## config.mk

```make
export PLATFORM = sky130hd
export DESIGN_NAME = muldiv_unit
export DESIGN_NICKNAME = d
export VERILOG_FILES = /design/src/rtl/cpu_pkg.sv /design/src/rtl/muldiv_unit.sv
export SDC_FILE = /design/constraint.sdc
export NUM_CORES = 2
export LEC_CHECK = 0
export CAP_MARGIN = 20
export CELL_PAD_IN_SITES_DETAIL_PLACEMENT = 1
export CELL_PAD_IN_SITES_GLOBAL_PLACEMENT = 2
export CORE_MARGIN = 4
export CORE_UTILIZATION = 30
export CTS_CLUSTER_DIAMETER = 50
export DETAILED_ROUTE_END_ITERATION = 12
export GPL_ROUTABILITY_DRIVEN = 1
export PLACE_DENSITY_LB_ADDON = 0.08
export SKIP_LAST_GASP = 1
export SYNTH_ARGS = -nofsm -noshare
export SYNTH_HDL_FRONTEND = slang
export SYNTH_SLANG_ARGS = --single-unit
```

## constraint.sdc

```tcl
create_clock -name clk -period 25.1 [get_ports clk]
set_clock_uncertainty 0.1 [all_clocks]
set_input_delay 2.51 -clock clk [delete_from_list [all_inputs] [get_ports clk]]
set_output_delay 2.51 -clock clk [all_outputs]
set_load 0.02 [all_outputs]
```

## src/rtl/cpu_pkg.sv

```systemverilog
// Shared CPU definitions: ALU control encodings (same as the control unit) and
// the state encoding of the iterative multiply/divide engine.
package cpu_pkg;

  localparam logic [3:0] ALU_ADD = 4'b0000;
  localparam logic [3:0] ALU_SUB = 4'b0001;
  localparam logic [3:0] ALU_AND = 4'b0010;
  localparam logic [3:0] ALU_OR  = 4'b0011;
  localparam logic [3:0] ALU_MUL = 4'b0100;
  localparam logic [3:0] ALU_DIV = 4'b0101;
  localparam logic [3:0] ALU_NOP = 4'b1111;

  typedef enum logic [1:0] {
    IDLE  = 2'd0,
    CALC  = 2'd1,
    FIXUP = 2'd2,
    DONE  = 2'd3
  } mdState_e;

endpackage

```

## src/rtl/muldiv_unit.sv

```systemverilog
// Iterative signed multiply (shift-add) / divide (restoring) engine producing a
// double-width hi/lo result through a start/busy/done handshake.
module muldiv_unit
  import cpu_pkg::*;
#(
  parameter int WIDTH = 64
) (
  input  logic             clk,
  input  logic             rst,
  input  logic             start,
  input  logic [3:0]       alu_ctrl,
  input  logic [WIDTH-1:0] op_a,
  input  logic [WIDTH-1:0] op_b,
  output logic             busy,
  output logic             done,
  output logic [WIDTH-1:0] hi,
  output logic [WIDTH-1:0] lo,
  output logic             div_by_zero
);

  localparam int CW = $clog2(WIDTH) + 1;
  localparam logic [CW-1:0] LAST = CW'(WIDTH - 1);

  // MIN maps to the unsigned value 2^(WIDTH-1), which still fits in WIDTH bits.
  function automatic logic [WIDTH-1:0] absVal(input logic [WIDTH-1:0] v);
    return v[WIDTH-1] ? (~v + 1'b1) : v;
  endfunction

  mdState_e         state;
  logic             isDiv;
  logic             negRes;
  logic             negRem;
  logic [WIDTH-1:0] absA;
  logic [WIDTH-1:0] absB;
  logic [WIDTH-1:0] quo;
  logic [WIDTH:0]   rem;
  logic [2*WIDTH-1:0] prod;
  logic [CW-1:0]    count;

  logic [WIDTH:0]   mulSum;
  logic [WIDTH:0]   remShift;
  logic [WIDTH:0]   remDiff;
  logic             takeBit;
  logic             acceptOp;

  // A set top remainder bit means the shifted value exceeds any divisor.
  always_comb begin
    mulSum   = {1'b0, prod[2*WIDTH-1:WIDTH]} + (prod[0] ? {1'b0, absA} : '0);
    remShift = {rem[WIDTH-1:0], quo[WIDTH-1]};
    remDiff  = remShift - {1'b0, absB};
    takeBit  = ~remDiff[WIDTH] | rem[WIDTH];
    acceptOp = start && ((alu_ctrl == ALU_MUL) || (alu_ctrl == ALU_DIV));
  end

  always_ff @(posedge clk or posedge rst) begin
    if (rst) begin
      state       <= IDLE;
      isDiv       <= 1'b0;
      negRes      <= 1'b0;
      negRem      <= 1'b0;
      absA        <= '0;
      absB        <= '0;
      quo         <= '0;
      rem         <= '0;
      prod        <= '0;
      count       <= '0;
      busy        <= 1'b0;
      done        <= 1'b0;
      hi          <= '0;
      lo          <= '0;
      div_by_zero <= 1'b0;
    end else begin
      case (state)
        IDLE: begin
          if (acceptOp) begin
            isDiv       <= (alu_ctrl == ALU_DIV);
            negRes      <= op_a[WIDTH-1] ^ op_b[WIDTH-1];
            negRem      <= op_a[WIDTH-1];
            absA        <= absVal(op_a);
            absB        <= absVal(op_b);
            quo         <= absVal(op_a);
            rem         <= '0;
            prod        <= {{WIDTH{1'b0}}, absVal(op_b)};
            count       <= '0;
            div_by_zero <= 1'b0;
            // Divide by zero skips the datapath entirely and reports next cycle.
            if ((alu_ctrl == ALU_DIV) && (op_b == '0)) begin
              div_by_zero <= 1'b1;
              lo          <= '1;
              hi          <= op_a;
              done        <= 1'b1;
              state       <= DONE;
            end else begin
              busy  <= 1'b1;
              state <= CALC;
            end
          end
        end
        CALC: begin
          if (isDiv) begin
            rem <= takeBit ? remDiff : remShift;
            quo <= {quo[WIDTH-2:0], takeBit};
          end else begin
            prod <= {mulSum, prod[WIDTH-1:1]};
          end
          count <= count + 1'b1;
          if (count == LAST) begin
            state <= FIXUP;
          end
        end
        FIXUP: begin
          if (isDiv) begin
            lo <= negRes ? -quo : quo;
            hi <= negRem ? -rem[WIDTH-1:0] : rem[WIDTH-1:0];
          end else begin
            {hi, lo} <= negRes ? -prod : prod;
          end
          busy  <= 1'b0;
          done  <= 1'b1;
          state <= DONE;
        end
        DONE: begin
          done  <= 1'b0;
          state <= IDLE;
        end
        default: begin
          state <= IDLE;
        end
      endcase
    end
  end

endmodule

```

* Word level (Yosys, flattened, before mapping)
Index checks and enable logic that the tools add are counted.
** Storage, ports and cells
- Input bits :: 135
- Register bits :: 528
- Output and inout port bits :: 131
** Operators by class
- Eq/ne operators :: 12
- Mux-type cells :: 37
- Reduce and logical (&&, ||, !) cells :: 16
- Bitwise gates (word level) :: 5
- Add/sub/neg operators :: 8
** Operator list (number)
- $mux 64 :: 13
- $mux 128 :: 3
- $pmux 64 s2 :: 3
- $pmux 128 s2 :: 1
- $mux 65 :: 3
- $pmux 65 s2 :: 1
- $add 64x1->64 const B :: 2
- $neg 128->128 :: 1
- $neg 64->64 :: 2
- $not 64->64 :: 2
- $add 64x64->65 :: 1
- $sub 65x64->65 :: 1
- $logic_not 64->1 :: 1
- $reduce_and 3->1 :: 5
- $pmux 7 s2 :: 1
- $ne 2x2->1 const B :: 6
- $eq 4x3->1 const B :: 2
- $pmux 2 s4 :: 1
- $add 7x1->7 const B :: 1
- $eq 7x6->1 const B :: 1
- $mux 7 :: 1
- $mux 2 :: 3
- $reduce_and 2->1 :: 3
- $mux 1 :: 5
- other kinds (12) :: 15

* Depth between registers and ports, before layout
- Depth in word-level cells :: 6
- Depth in mapped cells :: 16
- Mapped depth without buffers :: 15

* Worst setup path before layout
OpenSTA, ideal clock, no wires.
- Path kind :: input port to flip-flop
- From :: in op_b[5]
- To :: reg hi[41]
- Buffers on the path :: 2
- Library setup time :: 0.123 ns
- Slack :: 19.390 ns
- Data arrival time :: 5.488 ns
- Stages on the path :: 11
- Cells stage by stage :: nor4_4 > nand4b_1 > or3_4 > or3_4 > or4_1 > or3_1 > buf_2 > o21a_1 > buf_2 > or3_1 > o221a_2
** On the way
- Cells in the longest elaborated chain, start to end :: 4
** Ends and longest elaborated chain
- start, declared :: line muldiv_unit.sv:13 : input logic [WIDTH-1:0] op_b,
- $logic_not 64->1 :: line muldiv_unit.sv:87 : if ((alu_ctrl == ALU_DIV) && (op_b == '0)) begin
- $logic_and 1x1->1 :: line muldiv_unit.sv:87
- $ne 2x2->1 (no line)
- $reduce_and 3->1 (no line)
- end signal, assigned :: line muldiv_unit.sv:90 : hi <= op_a;
- end signal, assigned :: line muldiv_unit.sv:114 : hi <= negRem ? -rem[WIDTH-1:0] : rem[WIDTH-1:0];
- end signal, assigned :: line muldiv_unit.sv:116 : {hi, lo} <= negRes ? -prod : prod;
- end, declared :: line muldiv_unit.sv:16 : output logic [WIDTH-1:0] hi,
No other way between the ends.
A chain may end at the register's enable or synchronous reset.

* Final worst setup path
- From :: in op_b[3]
- To :: reg lo[56]
** On the way
- Cells in the longest elaborated chain, start to end :: 4
** Ends and longest elaborated chain
- $logic_not 64->1 :: line muldiv_unit.sv:87
- $logic_and 1x1->1 :: line muldiv_unit.sv:87
- $ne 2x2->1 (no line)
- $reduce_and 3->1 (no line)
- end signal, assigned :: line muldiv_unit.sv:113 : lo <= negRes ? -quo : quo;
- end signal, assigned :: line muldiv_unit.sv:116
- end, declared :: line muldiv_unit.sv:17 : output logic [WIDTH-1:0] lo,
No other way between the ends.

==> flow_summary.json <==
{
  "startpoint": "op_b[3]",
  "synthXorXnorAreaFrac_pct": 10.9,
  "switchingPower_mw": 2.73,
  "crit_type": "input port to flop",
  "placed_area_sq_um": 42200,
  "vias": 36482,
  "fin_crit_ps": 7590,
  "netlist_instances": 4804,
  "routed_via_density": 5.47,
  "drv_slew": 0,
  "cts_buffer_depth": 3,
  "synthFlopType": "dfrtp_1",
  "ctsHoldBuffers": 0,
  "hold_viol": 0,
  "rrSetupSlack_ps": 19370,
  "rsz0062_at_grt": "false",
  "slowest_delay_ps": 820,
  "seqPwrFrac_pct": 27.4,
  "clock_sinks": 528,
  "post-route-drc-count": 0,
  "ys_seq_elements": 528,
  "arrival_ps": 8030,
  "r2r_start": "quo[63]",
  "layout.nets": 5194,
  "areaGrowthSynthToFinish_pct": 20.3,
  "outcome": "completed",
  "io_buffers": 265,
  "crit_chain": "clkdlybuf4s50_1 -> nor4_4 -> nand4b_1 -> or3_4 -> or3_4 -> or4_1 -> or3_1 -> o21ai_4 -> buf_4 -> buf_4 -> and3_1 -> a221oi_1",
  "synth_compound_area_share_pct": 24.5,
  "ys_async_sr_fraction_pct": 100,
  "cts_setup_buffers": 0,
  "netlist_area_sq_um": 38300,
  "clock-root-buffer": "clkbuf_16",
  "grt_antenna_before_repair": 1,
  "finalWirelength_mm": 177,
  "p_leak_nw": 19.3,
  "critPathSlowestCell": "buf_4",
  "yosys.area_share.adder_pct": 4.62,
  "cts_tree": "built",
  "initialDrtViolationCount": 2459,
  "fin_ws_ps": 17510,
  "maxCapViolations": 0,
  "worstRegToRegCells": 14,
  "yosysWarnings": 0,
  "core_area_sq_um": 126000,
  "die_x_um": 365,
  "yosys.area_share.simple_pct": 19.9,
  "grt_max_degree": 200,
  "layout-drive-gt1-share_pct": 5.91,
  "place_ws_ps": 16840,
  "r2r-end": "rem[4]",
  "muxShareOfSynthArea_pct": 1.38,
  "grt-ovfl-total": 0,
  "grt_pass1_wl_mm": 256,
  "path_max_fanout": 92,
  "ys_seq_area_share_pct": 34.5,
  "ctsResizeCount": 0,
  "cellInternalPower_mw": 3.08,
  "setup_viol": 0,
  "relSlewSlack_pct": 24.7,
  "power_density_nw_per_um2": 126,
  "swShare_pct": 47.0,
  "critPathLaunchType": "input port",
  "p_clk_share_pct": 26.3,
  "dp_hpwl_mm": 136,
  "wl_per_cell_um": 26.5,
  "placementRows": 130,
  "grt_usage_pct": 25.9,
  "finalWeightedCongestion": 0.867,
  "grt_pass1_vias": 36451,
  "crit_path_end_kind": "flop",
  "crit_required_ps": 25540,
  "synth_top_family_by_area": "compound AO/OA/AOI/OAI gates",
  "setup_tns_ps": 0,
  "critPathCapture": "lo[56]",
  "post_synth_num_cell_types": 83,
  "post-route-cell-area_sq_um": 46000,
  "synth-edff-count": 0,
  "syn_nets": 5079,
  "first_pass_iters": 5,
  "die_h_um": 365,
  "fmax_mhz": 132,
  "p_comb_share_pct": 46.3,
  "detail-route-antenna-nets": 0,
  "finalCritPeriodShare_pct": 30.3,
  "clk_pin_slew_ps": 60,
  "pin_count": 266,
  "hold_class": "flop to flop",
  "finish.utilization_pct": 36.5,
  "start_util_pct": 30.3,
  "avgSynthCellArea_sq_um": 7.97,
  "cts_made_buffers": 107,
  "htreeDepth": 3,
  "vdd_ir_drop_max_v": 0.0000668,
  "fp.dieArea_sq_um": 133000,
  "clkLatencyLatePin_ps": 720,
  "worst_pin_slew_ps": 1130
}
-- kinds of logic (layout without fill, tap and decap cells) --
kind of cell | after synthesis | count (layout)
simple gates | 1610 | 1610
flops | 528 | 528
other cells | 0 | 4
xor+xnor | 476 | 476
fa+ha+maj | 140 | 140
mux | 51 | 51
buf+inv | 416 | 624
compound gates | 1583 | 1583
-- worst max-delay path: cells and delay by family --
kind	cells	cell delay (ps)
and+or+nand+nor	7	3220
buffers and inverters	3	1900
AOI/OAI and AO/OA	2	330
-- per-stage QoR --
stage / std cells / power, mW / hold WS, ps
floorplan: 4804 / 3.15 / 339
global placement: 6460 / 4.27 / 354
detailed placement: 6460 / 4.30 / 362
CTS: 6662 / 5.86 / 374
global route: 6662 / 6.19 / 398
finish: 6666 / 5.81 / 369
-- layout make-up --
class / count / area, sq um
fill: 14954 / 80200
multi-input combinational: 3860 / 23500
sequential: 528 / 13200
timing repair buffer: 311 / 3030
clock buffer: 131 / 2910
tap: 1650 / 2060
clock inverter: 71 / 878
inverter: 111 / 424
antenna: 4 / 10.0
-- state kept, by name, summed over array words and instances, names as in the netlist, 2 cells and up --
register  flops
count         7
quo          64
absA         64
absB         64
state         2
prod        128
lo           64
hi           64
rem          65
-- how the worst min path moves through the flow --
stage                   from        to  slack, ps  cells after the start
floorplan           absA[63]  absA[63]        340                      2
global placement    absA[10]  absA[10]        350                      2
detailed placement  absA[24]  absA[24]        360                      2
CTS                 absA[24]  absA[24]        370                      2
global route         absA[7]   absA[7]        400                      2
finish              absA[24]  absA[24]        370                      2
-- synth_stat cells (24+ instances only) --
cell type / count / area, sq um
nor3_1: 63 / 315
and3_1: 24 / 150
nor3b_1: 27 / 203
a31oi_1: 75 / 469
clkbuf_1: 250 / 938
nand2b_1: 62 / 388
o41ai_1: 52 / 455
a21o_1: 61 / 458
or4_1: 47 / 353
nand2_1: 706 / 2650
nor4_1: 32 / 200
xor2_1: 288 / 2520
or3_1: 64 / 400
mux2i_1: 45 / 450
nor2_1: 310 / 1160
o21ai_0: 698 / 3490
dfrtp_1: 528 / 13200
nand4_1: 47 / 294
nand3_1: 67 / 335
xnor2_1: 188 / 1650
inv_1: 110 / 413
buf_1: 29 / 109
a21oi_1: 355 / 1780
and2_1: 74 / 463
a22o_1: 36 / 315
o31ai_1: 118 / 886
ha_1: 138 / 1730
-- per-layer routing --
layer / GRT usage, % / wire length [um] / up-vias
met4: 8.64 / 5840 / 0
met3: 2.90 / 7850 / 179
met5: 0 / 0 / -
met2: 40.7 / 78900 / 760
li1: - / - / 17362
met1: 37.0 / 83900 / 18181
-- power by group through the flow --
stage | Sequential, mW | Clock [mW] | Combinational [mW]
finish | 1.59 | 1.53 | 2.69
global route | 1.63 | 1.60 | 2.96
CTS | 1.59 | 1.55 | 2.72
global placement | 1.59 | 0 | 2.68
detailed placement | 1.60 | 0 | 2.71
floorplan | 1.49 | 0 | 1.66
-- cells in the final DEF (no fill, tap or decap), types with 118 or more instances in the layout --
| cell type | Yosys | final |
|---|---|---|
| nand2_1 | 706 | 704 |
| clkdlybuf4s50_1 | 0 | 263 |
| xor2_1 | 288 | 288 |
| o21ai_0 | 698 | 698 |
| a21oi_1 | 355 | 355 |
| nor2_1 | 310 | 310 |
| o31ai_1 | 118 | 118 |
| dfrtp_1 | 528 | 524 |
| xnor2_1 | 188 | 188 |
| ha_1 | 138 | 136 |
Note: power is estimated with default switching activity, not from simulation.
